**src/rtl/pc_sequencer.sv**
```systemverilog
`default_nettype none
// ============================================================================
// Module   : pc_sequencer
// Purpose  : Fetch program counter with trap/redirect/stall selection, a
//            circular return-address stack and misaligned-target rejection.
// Revision : 1.0 - initial release
// ============================================================================
module pc_sequencer #(
    parameter int              XLEN      = 32,
    parameter logic [XLEN-1:0] RESET_VEC = '0,
    parameter int              IALIGN    = 4,
    parameter int              RAS_DEPTH = 4
) (
    input  logic            clk,
    input  logic            reset,
    input  logic            stall,
    input  logic            redir_valid,
    input  logic [1:0]      redir_kind,
    input  logic [XLEN-1:0] redir_target,
    input  logic            trap_valid,
    input  logic [XLEN-1:0] trap_vec,
    output logic [XLEN-1:0] PC,
    output logic [XLEN-1:0] PCPlus,
    output logic            pc_valid,
    output logic            misalign_err,
    output logic            ras_empty,
    output logic            ras_full
);

    localparam int c_ALIGN_BITS = $clog2(IALIGN);
    localparam int c_PTR_W      = $clog2(RAS_DEPTH);
    localparam int c_CNT_W      = $clog2(RAS_DEPTH + 1);

    localparam logic [c_PTR_W-1:0] c_PTR_MAX = c_PTR_W'(RAS_DEPTH - 1);
    localparam logic [c_CNT_W-1:0] c_DEPTH   = c_CNT_W'(RAS_DEPTH);
    localparam logic [1:0]         c_KIND_CALL = 2'b01;
    localparam logic [1:0]         c_KIND_RET  = 2'b10;

    logic [XLEN-1:0]    r_pc;
    logic               r_valid;
    logic               r_mis;
    logic               r_empty;
    logic               r_full;
    logic [c_PTR_W-1:0] r_ptr;      // next write slot; top entry is r_ptr-1
    logic [c_CNT_W-1:0] r_count;
    logic [XLEN-1:0]    r_ras [RAS_DEPTH];

    logic [XLEN-1:0]    w_pc_plus;
    logic [XLEN-1:0]    w_pc_nxt;
    logic               w_mis_nxt;
    logic               w_push;
    logic [c_PTR_W-1:0] w_ptr_nxt;
    logic [c_CNT_W-1:0] w_cnt_nxt;
    logic [c_PTR_W-1:0] w_ptr_inc;
    logic [c_PTR_W-1:0] w_ptr_dec;

    function automatic logic is_mis(input logic [XLEN-1:0] addr);
        return |addr[c_ALIGN_BITS-1:0];
    endfunction

    assign w_pc_plus = r_pc + XLEN'(IALIGN);
    assign w_ptr_inc = (r_ptr == c_PTR_MAX) ? '0 : r_ptr + c_PTR_W'(1);
    assign w_ptr_dec = (r_ptr == '0) ? c_PTR_MAX : r_ptr - c_PTR_W'(1);

    always_comb begin
        w_pc_nxt  = r_pc;
        w_mis_nxt = 1'b0;
        w_push    = 1'b0;
        w_ptr_nxt = r_ptr;
        w_cnt_nxt = r_count;
        // The first edge out of reset only raises pc_valid so RESET_VEC is fetched.
        if (!r_valid) begin
            w_pc_nxt = r_pc;
        end else if (trap_valid) begin
            if (is_mis(trap_vec)) begin
                w_mis_nxt = 1'b1;
            end else begin
                w_pc_nxt  = trap_vec;
                w_cnt_nxt = '0;
            end
        end else if (redir_valid) begin
            case (redir_kind)
                c_KIND_CALL: begin
                    if (is_mis(redir_target)) begin
                        w_mis_nxt = 1'b1;
                    end else begin
                        w_pc_nxt  = redir_target;
                        w_push    = 1'b1;
                        w_ptr_nxt = w_ptr_inc;
                        w_cnt_nxt = (r_count == c_DEPTH) ? r_count : r_count + c_CNT_W'(1);
                    end
                end
                c_KIND_RET: begin
                    // Stack entries are PC+IALIGN values, so they are always aligned.
                    if (r_count != '0) begin
                        w_pc_nxt  = r_ras[w_ptr_dec];
                        w_ptr_nxt = w_ptr_dec;
                        w_cnt_nxt = r_count - c_CNT_W'(1);
                    end else if (is_mis(redir_target)) begin
                        w_mis_nxt = 1'b1;
                    end else begin
                        w_pc_nxt = redir_target;
                    end
                end
                default: begin
                    if (is_mis(redir_target)) begin
                        w_mis_nxt = 1'b1;
                    end else begin
                        w_pc_nxt = redir_target;
                    end
                end
            endcase
        end else if (!stall) begin
            w_pc_nxt = w_pc_plus;
        end
    end

    always_ff @(posedge clk) begin
        if (!reset) begin
            r_pc    <= RESET_VEC;
            r_valid <= 1'b0;
            r_mis   <= 1'b0;
            r_ptr   <= '0;
            r_count <= '0;
            r_empty <= 1'b1;
            r_full  <= 1'b0;
        end else begin
            r_pc    <= w_pc_nxt;
            r_valid <= 1'b1;
            r_mis   <= w_mis_nxt;
            r_ptr   <= w_ptr_nxt;
            r_count <= w_cnt_nxt;
            r_empty <= (w_cnt_nxt == '0);
            r_full  <= (w_cnt_nxt == c_DEPTH);
        end
    end

    // Storage needs no reset: the count alone decides which entries are live.
    always_ff @(posedge clk) begin
        if (reset && w_push) begin
            r_ras[r_ptr] <= w_pc_plus;
        end
    end

    assign PC           = r_pc;
    assign PCPlus       = w_pc_plus;
    assign pc_valid     = r_valid;
    assign misalign_err = r_mis;
    assign ras_empty    = r_empty;
    assign ras_full     = r_full;

endmodule
`default_nettype wire

```
**config.mk**
```make
export PLATFORM = sky130hd
export DESIGN_NAME = pc_sequencer
export DESIGN_NICKNAME = d
export VERILOG_FILES = /design/src/rtl/pc_sequencer.sv
export SDC_FILE = /design/constraint.sdc
export NUM_CORES = 1
export LEC_CHECK = 0
export CORE_ASPECT_RATIO = 0.5
export CORE_MARGIN = 10
export CORE_UTILIZATION = 54
export CTS_CLUSTER_SIZE = 14
export DETAILED_ROUTE_END_ITERATION = 7
export HOLD_SLACK_MARGIN = 0.05
export MAX_ROUTING_LAYER = met4
export PLACE_DENSITY = 0.81
export SETUP_SLACK_MARGIN = 0.5
export SLEW_MARGIN = 20
export SYNTH_ARGS = -nofsm -noshare
export SYNTH_HDL_FRONTEND = slang
export SYNTH_SLANG_ARGS = --single-unit
export TNS_END_PERCENT = 100
```
**constraint.sdc**
```tcl
create_clock -name clk -period 2.9 [get_ports clk]
set_clock_uncertainty 0.1 [all_clocks]
set_input_delay 0.58 -clock clk [delete_from_list [all_inputs] [get_ports clk]]
set_output_delay 0.58 -clock clk [all_outputs]
set_load 0.02 [all_outputs]
```
Yosys cells after proc, flatten, opt, wreduce, memory -nomap -nowiden
Memory sizes are Yosys's and may differ from the RTL's.
Index checks and enable logic that the tools add are counted.
{"block": "op_classes", "addsub": 5, "shift": 0, "n_reduce_logical": 10, "muxes": 34, "bitwise_logic": 1, "mul": 0, "n_lt_le_gt_ge": 0, "div_mod_pow": 0, "n_eq_ne": 9}
{"op": "32-bit 2-to-1 mux", "count": 7}
{"op": "32-bit by 3-bit adder with 32-bit output (second input constant)", "count": 1}
{"op": "3-bit 2-to-1 mux", "count": 7}
{"op": "1-bit 2-to-1 mux", "count": 14}
{"op": "2-bit 2-to-1 mux", "count": 4}
{"op": "3-bit equality test (second input constant)", "count": 2}
{"op": "2-bit != test (second input constant)", "count": 3}
{"op": "3-bit one-hot mux with 2 select lines", "count": 1}
{"op": "6-bit AND reduction", "count": 1}
{"op": "2-bit equality test (second input constant)", "count": 2}
{"op": "2-bit one-hot mux with 2 select lines", "count": 1}
{"op": "2-bit OR reduction", "count": 2}
{"op": "3-bit by 1-bit adder with 3-bit output (second input constant)", "count": 1}
{"op": "3-bit logical NOT", "count": 1}
{"op": "3-bit by 1-bit != test with 1-bit output (second input constant)", "count": 1}
{"op": "3-bit AND reduction", "count": 1}
{"op": "3-bit nonzero test", "count": 1}
{"op": "3-bit by 1-bit subtractor with 3-bit output (second input constant)", "count": 1}
{"op": "2-bit by 1-bit adder with 2-bit output (second input constant)", "count": 1}
{"op": "2-bit by 1-bit equality test with 1-bit output (second input constant)", "count": 1}
{"op": "2-bit logical NOT", "count": 1}
{"op": "2-bit AND reduction", "count": 1}
{"op": "2-bit nonzero test", "count": 1}
{"op": "2-bit by 1-bit subtractor with 2-bit output (second input constant)", "count": 1}
{"op": "2 further kinds", "count": 2}
{"block": "word_totals", "reg_bits": 41, "mem_bits_ro": 0, "mem_count": 1, "out_inout_bits": 68, "inputBits": 71, "latchBits": 0, "elab_cells": 67, "mem_bits_rw": 128}
{"memory": "r_ras", "words": 4, "word_bits": 32, "rd": 1, "rd_clocked_by_memory_dff": 0, "write_ports": 1, "line_no": "46", "source": "logic [XLEN-1:0] r_ras [RAS_DEPTH];"}

Logic depth before layout (Yosys ltp)
{"block": "logic_depth", "word_depth": 9, "mapped_depth": 10, "mapped_depth_nobuf": 8}

Worst setup path before layout
Ideal clock, no wire load.
{"block": "synth_timing", "kind": "input -> register", "start": "in trap_valid", "end": "mem r_ras[0][0], enable pin", "slack_ns": 0.196, "arrival_time_ns": 2.212, "path_stages": 5, "path_buffers": 1, "path_cell_list": "clkbuf_1 nor2b_1 nand3_1 nor2_1 and2_1"}
{"block": "synth_between", "elab_chain_len": 5}
{"element": "start: declaration", "line_no": "20", "source": "input logic trap_valid,"}
{"element": "1-bit 2-to-1 mux", "line_no": "74", "source": "end else if (trap_valid) begin"}
{"element": "1-bit 2-to-1 mux", "line_no": "72", "source": "if (!r_valid) begin"}
{"element": "1-bit logical AND", "line_no": "140", "source": "if (reset && w_push) begin"}
{"element": "1-bit 2-to-1 mux", "line_no": "140"}
{"element": "1-bit 2-to-1 mux (not written as such)", "line_no": "141", "source": "r_ras[r_ptr] <= w_pc_plus;"}
{"element": "end: declaration", "line_no": "46"}
No other way between the ends.

Worst setup path in the final report
{"block": "layout_timing", "start": "reg r_pc[6], in the netlist PC[6]", "end": "out PCPlus[23]"}
{"block": "layout_between", "elab_chain_len": 1}
{"element": "start: declaration", "line_no": "39", "source": "logic [XLEN-1:0] r_pc;"}
{"element": "start signal: assignment", "line_no": "128", "source": "r_pc <= w_pc_nxt;"}
{"element": "32-bit by 3-bit adder with 32-bit output", "line_no": "61", "source": "assign w_pc_plus = r_pc + XLEN'(IALIGN);"}
{"element": "end: declaration", "line_no": "23", "source": "output logic [XLEN-1:0] PCPlus,"}
No other way between the ends.

==> summary.txt <==
Status
  – Status: finished, violations left
  – Violated checks: DRC, setup timing

Logic synthesis
  – Largest family of logic cells by synthesized area: simple AND/OR/NAND/NOR gates
  – Unique masters post-synth: between 70 and 80
  – Compound-Gate Fraction of Synth Area: 0.128
  – Area contributors post-synth: edfxtp_1 (46%), dfxtp_1 (9.8%), mux4_2 (8.1%)
  – Post-synth top flop: edfxtp_1
  – Post-Synthesis Cell Area: 8330 µm²
  – Syn Inst Count: 683
  – Top cell type's share of synthesized area: 0.461
  – Ys async rst share: 0
  – Register area share after synthesis: 0.560
  – Post-synth top area cell: edfxtp_1
  – Post-synth EDFFs: 128
  – Synth warnings: 0
  – Number of synthesized register bits: 169
  – Adder-Cell Fraction of Synth Area: 0.0150
  – Mux share of post-synthesis cell area: 0.0899
  – XOR/XNOR share of the synthesized area: 0.0294
  – Post-synthesis simple-gate area fraction: 0.131
  – Syn Nets: 764
  – Avg Cell Area, Syn: 12.2 µm²

Floorplanning
  – Io pins: ~140
  – Core area: 14800 µm²
  – Initial Util: 0.564
  – Die width: between 150 and 200 µm
  – Die ar.: 21100 µm²
  – Std cell rows: 31
  – Vert. Die Dim: 108 µm

Setup path
  – Critical path type: reg -> out
  – CP endpoint kind: primary output
  – CP Data Arrival Time: approximately 2300 ps
  – Crit-path max FO: 6
  – Startpoint type of the worst setup path: flip-flop
  – Worst Path Required: around 2200 ps

Routing
  – Average wire per standard cell: 32.7 µm
  – Remaining DRCs: between 60 and 70
  – Drt first pass iters: 8
  – DR iter-0 viols: 2132
  – Routed vias: 8880
  – Final WL: around 40 mm
  – Post-route ant nets: 0
  – Via-to-Cell Ratio: 7.42

Placement
  – Hpwl dp: 19.5 mm
  – # port buffers: between 100 and 150
  – GP Congestion: ~0.98
  – Placed Instances: 1091
  – Dpl cell area: ~11000 µm²

Layout
  – Most common cell after layout, fill and taps aside: buf_4
  – Layout area overhead: 52.7%
  – Most frequent cells in the layout: buf_4 (171), edfxtp_1 (128), clkdlybuf4s50_1 (105), nand2_1 (74), o21ai_0 (40)
  – Fillers: 553
  – Layout cells sized above 1: 0.411
  – Post-route cell area: about 13000 µm²
  – Final Net Count: 1064
  – Cell Count, Final, Fillers Out: between 1000 and 1500

Min path
  – Hold Crit Class: reg -> reg

Timing
  – Worst-Margin Slew: 625 ps
  – Max-slew violations: 0
  – Hold WS: 403 ps
  – Setup violators final: 3
  – Slew HR: 0.582
  – Period utilisation layout: 1.04
  – RSZ-0062 raised after global routing: yes
  – Final WS setup: -112 ps
  – Final hold vios: 0
  – Minimum clock period: 3010 ps
  – Fmax: 332 MHz

Clock network
  – TritonCTS Buffers: 17
  – Root Buffer: clkbuf_16
  – Clk slew on worst S/H paths: ~80 ps
  – CTS Buffer Depth: 2
  – Worst-Skew Late Latency: 440 ps
  – H-tree depth: 4
  – CTS tree: yes
  – Clk sinks: 169

Power
  – Final total power: 6.02 mW
  – VDD IR max: between 300 and 400 µV
  – Pwr per Cell Area: 473 nW/µm²
  – Lkg Pwr: 4.77 nW

GRT
  – Via count of the first global-routing pass: just over 8000
  – First-pass GRT wire length: about 49 mm
  – Total track usage: 0.313
  – Gr ovfl total: 0
  – Largest net degree at the start of global routing: 27
  – Initial antenna violation count: 2

Run
  – Max_cap viols: 0
[metrics by stage]
stage / utilization / setup WS, ps / TNS, ps
2_1_floorplan: - / 323 / 0
3_3_place_gp: 0.728 / -20.9 / -20.9
3_5_place_dp: 0.728 / -31.1 / -60.8
4_1_cts: 0.821 / 193 / 0
5_1_grt: 0.861 / -89.3 / -125
6_report: 0.861 / -112 / -195
[worst max-delay path: stages, from the launching register on]
cell and delay [ps]:
dfxtp_2 410, and3_4 240, nand4_1 300, buf_4 270, nor4_4 180, xor2_1 280
buf_4 200
[synthesized netlist by cell type (9+ instances only)]
| library cell | count |
|---|---|
| edfxtp_1 | 128 |
| nand2_1 | 81 |
| o21ai_0 | 44 |
| dfxtp_1 | 41 |
| nor2_1 | 32 |
| mux4_2 | 30 |
| a21oi_1 | 28 |
| nand3_1 | 28 |
| clkbuf_1 | 22 |
| xnor2_1 | 17 |
| inv_1 | 16 |
| a221oi_1 | 15 |
| a31oi_1 | 11 |
| xor2_1 | 11 |
| ha_1 | 10 |
| nand4_1 | 10 |
| nor3_1 | 10 |
| o211ai_1 | 9 |
[final cells by class]
class                           count  area, µm²  share of cell area
Tap cell                          198        248              0.0195
Timing Repair Buffer              330       3050               0.239
Sequential cell                   169       4710               0.370
Antenna cell                        2       5.00            0.000393
Clock buffer                       18        439              0.0345
Multi-Input combinational cell    449       4060               0.319
Inverter                           16       60.1             0.00472
Clock inverter                     14        155              0.0122
[what timing repair did]
item | 4_1_cts | 5_1_grt
endpoints found under the hold margin | 0 | 0
resized for setup | 248 | 80
endpoints found under the setup margin | 56 | 194
hold buffers | 0 | 0
buffers inserted | 37 | 34
gates cloned | 0 | 0
pin swaps | 38 | 34
[power breakdown]
group,switching (mW),internal [mW],total [mW]
clock,1.17,1.18,2.34
sequential,0.0463,2.63,2.68
combinational,0.558,0.439,0.997
[state kept, by name, indices dropped and copies added, names as in the netlist]
| signal | cells |
|---|---|
| r_ras | 128 |
| PC | 32 |
| r_count | 3 |
| r_ptr | 2 |
| misalign_err | 1 |
| pc_valid | 1 |
| ras_empty | 1 |
| ras_full | 1 |
[metal layers]
metal / up-vias / global-route usage / routed length [µm]
li1: 3227 / - / -
met1: 4096 / 0.371 / 12500
met3: 416 / 0.0958 / 6700
met5: - / - / 0
met2: 1141 / 0.480 / 16400
met4: 0 / 0.153 / 3510
[path summary, 6_finish.rpt]
path	from	to	slack [ps]	depth (start not counted)
worst max-delay path	PC[6]	PCPlus[23]	-110	6
worst max register to register	r_ptr[1]	PC[26]	310	9
worst min register to register	r_count[1]	r_count[1]	400	2
worst min-delay path	r_count[1]	r_count[1]	400	2
[cell families after synthesis]
family,Yosys count
flops,169
buf+inv,65
simple gates,218
mux,37
fa+ha+maj,10
compound gates,156
xor+xnor,28
Note: power is estimated with default switching activity, not from simulation.
